**src/rtl/period_meter_pkg.sv**
```systemverilog
// period_meter_pkg: FSM state encoding and default parameters shared by period_meter files
package period_meter_pkg;
    typedef enum logic {ST_IDLE = 1'b0, ST_MEASURE = 1'b1} state_t;
    localparam int DEF_CNT_WIDTH   = 20;
    localparam int DEF_SYNC_STAGES = 2;
endpackage

```
**src/rtl/period_meter_sync_edge_detect.sv**
```systemverilog
// sync_edge_detect: synchronizes an asynchronous pin and flags its rising edge
//   CLOCK, RESET : clock, asynchronous active-high reset
//   D            : asynchronous input
//   LVL          : synchronized level
//   RISE         : synchronized level high while the history flop is still low
module sync_edge_detect import period_meter_pkg::*; #(
    parameter int SYNC_STAGES = DEF_SYNC_STAGES
) (
    input  logic CLOCK,
    input  logic RESET,
    input  logic D,
    output logic LVL,
    output logic RISE
);
    logic [SYNC_STAGES-1:0] r_sync;
    logic                   r_hist;
    always_ff @(posedge CLOCK or posedge RESET) begin
        if (RESET) begin
            r_sync <= '0;
            r_hist <= 1'b0;
        end else begin
            r_sync <= {r_sync[SYNC_STAGES-2:0], D};
            r_hist <= r_sync[SYNC_STAGES-1];
        end
    end
    assign LVL  = r_sync[SYNC_STAGES-1];
    assign RISE = r_sync[SYNC_STAGES-1] & ~r_hist;
endmodule

```
**src/rtl/period_meter.sv**
```systemverilog
// period_meter: counts CLOCK cycles per period and high phase of an asynchronous pin
//   CLOCK, RESET : clock, asynchronous active-high reset
//   SIG_IN       : asynchronous input waveform
//   PERIOD       : cycles between the last two rising edges
//   HIGH_TIME    : cycles SIG_IN was high within that period
//   VALID        : one-cycle strobe when PERIOD/HIGH_TIME update
//   TIMEOUT      : sticky until next capture, set when the period counter saturates
//   ACTIVE       : high while measuring
module period_meter import period_meter_pkg::*; #(
    parameter int CNT_WIDTH   = DEF_CNT_WIDTH,
    parameter int SYNC_STAGES = DEF_SYNC_STAGES
) (
    input  logic                 CLOCK,
    input  logic                 RESET,
    input  logic                 SIG_IN,
    output logic [CNT_WIDTH-1:0] PERIOD,
    output logic [CNT_WIDTH-1:0] HIGH_TIME,
    output logic                 VALID,
    output logic                 TIMEOUT,
    output logic                 ACTIVE
);
    localparam logic [CNT_WIDTH-1:0] MAX = '1;
    localparam logic [CNT_WIDTH-1:0] ONE = CNT_WIDTH'(1);
    logic                 w_lvl, w_rise, w_capture, w_timeout_evt;
    logic [CNT_WIDTH-1:0] r_cnt, r_hcnt, r_period, r_high;
    logic                 r_valid, r_timeout;
    state_t               r_state, w_state_nxt;

    sync_edge_detect #(.SYNC_STAGES(SYNC_STAGES)) u_sync (
        .CLOCK(CLOCK),
        .RESET(RESET),
        .D    (SIG_IN),
        .LVL  (w_lvl),
        .RISE (w_rise)
    );

    // Counters restart at 1 because the edge cycle itself belongs to the new period
    always_ff @(posedge CLOCK or posedge RESET) begin
        if (RESET) begin
            r_cnt  <= '0;
            r_hcnt <= '0;
        end else begin
            r_cnt  <= w_rise ? ONE : (r_cnt == MAX) ? r_cnt : r_cnt + ONE;
            r_hcnt <= w_rise ? ONE : (w_lvl && r_hcnt != MAX) ? r_hcnt + ONE : r_hcnt;
        end
    end

    // An edge on the saturation cycle still captures; timeout only without an edge
    always_comb begin
        w_state_nxt   = r_state;
        w_capture     = 1'b0;
        w_timeout_evt = 1'b0;
        if (r_state == ST_IDLE) begin
            if (w_rise) w_state_nxt = ST_MEASURE;
        end else if (w_rise) begin
            w_capture = 1'b1;
        end else if (r_cnt == MAX) begin
            w_timeout_evt = 1'b1;
            w_state_nxt   = ST_IDLE;
        end
    end

    always_ff @(posedge CLOCK or posedge RESET) begin
        if (RESET) begin
            r_state   <= ST_IDLE;
            r_period  <= '0;
            r_high    <= '0;
            r_valid   <= 1'b0;
            r_timeout <= 1'b0;
        end else begin
            r_state <= w_state_nxt;
            r_valid <= w_capture;
            if (w_capture) begin
                r_period  <= r_cnt;
                r_high    <= r_hcnt;
                r_timeout <= 1'b0;
            end else if (w_timeout_evt) begin
                r_timeout <= 1'b1;
            end
        end
    end

    assign PERIOD    = r_period;
    assign HIGH_TIME = r_high;
    assign VALID     = r_valid;
    assign TIMEOUT   = r_timeout;
    assign ACTIVE    = (r_state == ST_MEASURE);
endmodule

```
**config.mk**
```make
export PLATFORM = sky130hd
export DESIGN_NAME = period_meter
export DESIGN_NICKNAME = d
export VERILOG_FILES = /design/src/rtl/period_meter_pkg.sv /design/src/rtl/period_meter_sync_edge_detect.sv /design/src/rtl/period_meter.sv
export SDC_FILE = /design/constraint.sdc
export NUM_CORES = 1
export LEC_CHECK = 0
export CORE_ASPECT_RATIO = 1.4
export CORE_MARGIN = 1.5
export CORE_UTILIZATION = 55
export CTS_CLUSTER_DIAMETER = 100
export CTS_CLUSTER_SIZE = 28
export DETAILED_ROUTE_END_ITERATION = 8
export DONT_BUFFER_PORTS = 1
export PLACE_DENSITY = 0.7
export SYNTH_ARGS = -nofsm -noshare
export SYNTH_HDL_FRONTEND = slang
export SYNTH_SLANG_ARGS = --single-unit
export TNS_END_PERCENT = 5
```
**constraint.sdc**
```tcl
create_clock -name CLOCK -period 5.1 [get_ports CLOCK]
set_clock_uncertainty 0.2 [all_clocks]
set_input_delay 0.255 -clock CLOCK [delete_from_list [all_inputs] [get_ports CLOCK]]
set_output_delay 0.255 -clock CLOCK [all_outputs]
set_load 0.03 [all_outputs]
```
Word-level counts from Yosys, hierarchy flattened
Cells that the tools add are included.

Flip-flop bits (word level): 86. Input bits: 3. Output and inout port bits: 43. Logic and storage cells: 33.

Add/subtract/negate cells: 2. Eq/ne operators: 3. Mux-type cells: 14. Bitwise operators: 2. Reductions and logical operators: 3.

Operators with widths (count): two-way mux 20 bit (4); adder 20 x 1 -> 20 bit (second input constant) (2); == test 20 bit (second input constant) (1); inequality test 20 bit (second input constant) (1); two-way mux 1 bit (10); nonzero test 2 bit (2); inequality test 2 x 1 -> 1 bit (second input constant) (1); bitwise AND 1 bit (1); logical AND 1 bit (1); NOT 1 bit (1).

Longest topological paths before layout
Depth after elaboration: 6. Mapped depth: 8. Gate-level depth less buffers: 6.

Cells and area by module
From an unflattened synthesis, not the netlist that was laid out.

Cell total of the unflattened synthesis: 328. Area total of the unflattened synthesis: 3900.0 um^2.

By module, submodules not included: period_meter (instances 1, cells each 323, area an instance 3807.4 um^2, seq. area each 2077.0 um^2); sync_edge_detect (instances 1, cells each 5, area an instance 92.6 um^2, seq. area each 75.1 um^2).

Worst setup path after synthesis
Ideal clock, no wire load.

Path kind: register to register. Start: register r_hcnt[0]. End: register r_hcnt[10]. Setup time: 0.110 ns. Data arrival time: 1.857 ns. Required time: 4.790 ns. Path slack: 2.933 ns. Cell stages (with the launch flop): 9. Path buffers: 2. Clock period less this slack: 2.167 ns. Cells stage by stage: dfrtp_1 > ha_1 > nand3_2 > or4_1 > buf_2 > o21ai_4 > buf_6 > o21ai_1 > o41ai_1.

Cells in the longest elaborated chain, start to end: 3. Elaborated cells between the ends (all ways): 6. Classes of those cells: add/sub: 1; eq/ne: 1; mux: 2; reduce/logical: 2.

RTL lines: from (decl) (RTL line period_meter.sv:25) `logic [CNT_WIDTH-1:0] r_cnt, r_hcnt, r_period, r_high;`; from (signal assigned) (RTL line period_meter.sv:44) `r_hcnt <= w_rise ? ONE : (w_lvl && r_hcnt != MAX) ? r_hcnt + ONE : r_hcnt;`; adder 20 x 1 -> 20 bit or inequality test 20 bit (tied branches) (RTL line period_meter.sv:44); two-way mux 20 bit or logical AND 1 bit (tied branches) (RTL line period_meter.sv:44); two-way mux 20 bit or nonzero test 2 bit (tied branches).

Parallel ways exist; a longest one is shown, timed or not. The select of a mux whose other input is x is not followed. A chain may end at the register's enable or synchronous reset.

Final worst setup path
Start: register u_sync.r_sync[1]. End: register r_high[5] (netlist: HIGH_TIME[5]).

Cells in the longest elaborated chain, start to end: 3.

RTL lines: from (decl) (RTL line period_meter_sync_edge_detect.sv:15) `logic [SYNC_STAGES-1:0] r_sync;`; from (signal assigned) (RTL line period_meter_sync_edge_detect.sv:22) `r_sync <= {r_sync[SYNC_STAGES-2:0], D};`; bitwise AND 1 bit (RTL line period_meter_sync_edge_detect.sv:27) `assign RISE = r_sync[SYNC_STAGES-1] & ~r_hist;`; two-way mux 1 bit (RTL line period_meter.sv:55) `end else if (w_rise) begin`; two-way mux 1 bit (RTL line period_meter.sv:53) `if (r_state == ST_IDLE) begin`; to (signal assigned) (RTL line period_meter.sv:75) `r_high <= r_hcnt;`; to (decl) (RTL line period_meter.sv:25).

Every way passes these cells.

==> qor.yml <==
slowest_stage: "clkinv_1"
final_cells: 440
cts_buffer_depth: 2
path_cells: "nor2b_1 -> buf_4 -> nand2_1 -> clkinv_1 -> buf_4 -> mux2_2"
synth_seq_area_share: 0.558
core-area_sq_um: 6700
dp.cells: 423
synth_edf_count: 0
fin_crit_sh: 0.561
cp_top_family: "buffers and inverters"
ios: 46
dp_hpwl_um: 4850
finalMaxSlewViolations: 0
synth_top_area_frac: 0.558
ys_async_sr_fraction: 1.00
cts_resized: 0
grt_pass1_vias: 2552
cap_violations: 0
synth.area.top_cells: "dfrtp_1 (56%), mux2_2 (11%), xnor2_1 (3.0%), nand2_1 (2.8%), nor2_1 (2.6%)"
hp-class: "flip-flop to flip-flop"
status: "completed"
finalWorstSetupSlack_ns: 2.24
portBuffers: 0
grt-ovfl-total: 0
grt_pass1_wl_um: 12100
fillCellCount: 554
max_slew_margin: 0.304
drt-initial-drc-count: 163
synth.ff_latch_count: 86
dieWidth_um: 73.8
netSwitchingFraction: 0.276
preCtsSetupSlack_ns: 2.16
rsz0062_at_grt: "false"
cts.sinks: 86
cts_buffers: 9
cpMostUsedCell: "buf_4"
layout_min_cycle_time_ns: 2.86
drtPass1Iterations: 4
synth_fp_nets: 349
gr-usage-all-layers: 0.209
setup_viol: 0
crit_type: "flip-flop to flip-flop"
synthFlopType: "dfrtp_1"
seqPwrFrac: 0.589
syn_avg_cell_area_sq_um: 11.2
final_hold_viol_count: 0
crit_fanout: 20
design.die.area_sq_um: 7530
ant_nets: 0
vdd_drop_max_mv: 0.206
yosys.area.top_type: "dfrtp_1"
ys_warn_count: 0
gp_congestion: 0.836
synth_cells: 344
routedWlPerCell_um: 16.4
synth_cell_types: 46
vias: 2607
drive_gt1_frac: 0.181
htreeDepth: 3
power_frac_comb: 0.075
placed_cell_area_sq_um: 3920
row_count: 35
drc: 0
area_growth_pct: 7.01
grt_max_degree: 87
critPathMaxStageDelay_ns: 0.57
die_h_um: 102
cts-root-buf: "clkbuf_8"
worst_slew_pin_slew_ns: 1.04
fin_util: 0.616
path_buf_inv: 3
setup_tns_ns: 0
p_per_area_nw_per_um2: 337
worst_skew_pair.late_latency_ns: 0.35
p_sw_uw: 384
cp.required_ns: 5.13
final_area_sq_um: 4130
crit_arrival_ns: 2.90
path_clk_slew_ns: 0.08
antenna_cells: 0
antenna_found_initial: 0
end_kind: "flip-flop"
nets: 349
p_leak_nw: 1.87
clockPowerShare: 0.336
tritoncts: "yes"
worstSetupStartpointType: "flip-flop"
drt-total-wl_um: 7220
netlist_area_sq_um: 3860
hold_ws_ns: 0.202
p_int_mw: 1.01
total_power_mw: 1.39
max_freq_ghz: 0.349
vias_per_cell: 5.93
initial_utilization: 0.576
## final timing paths
kind | start | end | slack [ns] | cells after the start
max in group asynchronous | RESET | PERIOD[13] | 3.52 | 3
worst min register to register | u_sync.r_sync[0] | u_sync.r_sync[1] | 0.20 | 0
worst max register to register | u_sync.r_sync[1] | HIGH_TIME[5] | 2.24 | 6
worst min-delay path | u_sync.r_sync[0] | u_sync.r_sync[1] | 0.20 | 0
min in group asynchronous | RESET | PERIOD[17] | 0.46 | 3
worst max-delay path | u_sync.r_sync[1] | HIGH_TIME[5] | 2.24 | 6
## power by group through the flow
stage	logic [mW]	registers (mW)	clock network (mW)
2_1_floorplan	0.0899	0.817	0
3_3_place_gp	0.102	0.833	0
3_5_place_dp	0.105	0.834	0
4_1_cts	0.107	0.820	0.482
5_1_grt	0.118	0.827	0.513
6_report	0.104	0.820	0.467
## cell usage in the layout (no fill, tap or decap), drive strengths merged, types with 3 or more instances in the layout
master	instances
dfrtp	86
mux2	38
nand2	29
nor2	27
o21ai	25
nand3	19
xnor2	13
a21oi	11
nand4	11
clkbuf	11
o31ai	10
a31oi	7
and3	6
nor4	4
nor3	4
mux2i	4
buf	4
clkinv	4
inv	3
and4	3
## per-layer routing
metal  up-vias  GRT usage  share of wire
met5         -          0              0
met4         0     0.0869          0.021
met3        18     0.0533          0.037
met2        52      0.349           0.52
met1      1304      0.257           0.42
li1       1233          -              -
## sequential cells by signal, indices dropped and copies added, names as in the netlist
signal / cells
PERIOD: 20
VALID: 1
r_hcnt: 20
HIGH_TIME: 20
r_cnt: 20
ACTIVE: 1
u_sync.r_hist: 1
u_sync.r_sync: 2
TIMEOUT: 1
## cell usage after synthesis (2+ instances only)
cell	n
nand2b_1	2
mux2i_1	4
buf_4	2
ha_1	2
a31oi_1	7
o41ai_1	2
and3_1	6
nand2_1	29
nor2_1	27
o21ai_0	17
and2_1	2
nand3_1	18
mux2_2	38
nand4_1	10
dfrtp_1	86
xnor2_1	13
o21ai_1	7
a21o_1	2
clkbuf_1	8
inv_1	4
buf_2	5
nor3_1	4
a21oi_1	11
and4_1	3
nor4_1	4
a211oi_1	2
o31ai_1	10
## final cells by class
class,instances,area (sq um),share of cell area
well taps,92,115,0.0279
clock buffers,11,141,0.0343
multi-input cells,236,1600,0.388
flip-flops and latches,86,2150,0.521
repair buffers,6,50.0,0.0121
clock inverters,4,47.5,0.0115
inverters,5,20.0,0.00485
## logic make-up (layout without fill, tap and decap cells)
family | after synthesis | count (layout) | share of synthesized area
adder cells (fa/ha/maj) | 2 | 2 | 0.00649
multiplexers | 42 | 42 | 0.121
XOR/XNOR | 14 | 14 | 0.0318
AO/OA/AOI/OAI | 66 | 66 | 0.112
flip-flops | 86 | 86 | 0.558
AND/OR/NAND/NOR | 112 | 112 | 0.144
buffers and inverters | 22 | 26 | 0.0269
## worst register-to-register path, delay by kind of cell (launching register included)
kind                   cells  cell delay (ns)
buffers and inverters      3             1.21
and+or+nand+nor            2             0.54
DFF                        1             0.51
muxes                      1             0.30
## timing repair
action / in CTS / in global routing
hold endpoints to repair: 87 / 0
setup buffers: 0 / 0
hold buffers: 2 / 0
No activity file was read; power rests on OpenSTA's default activity.
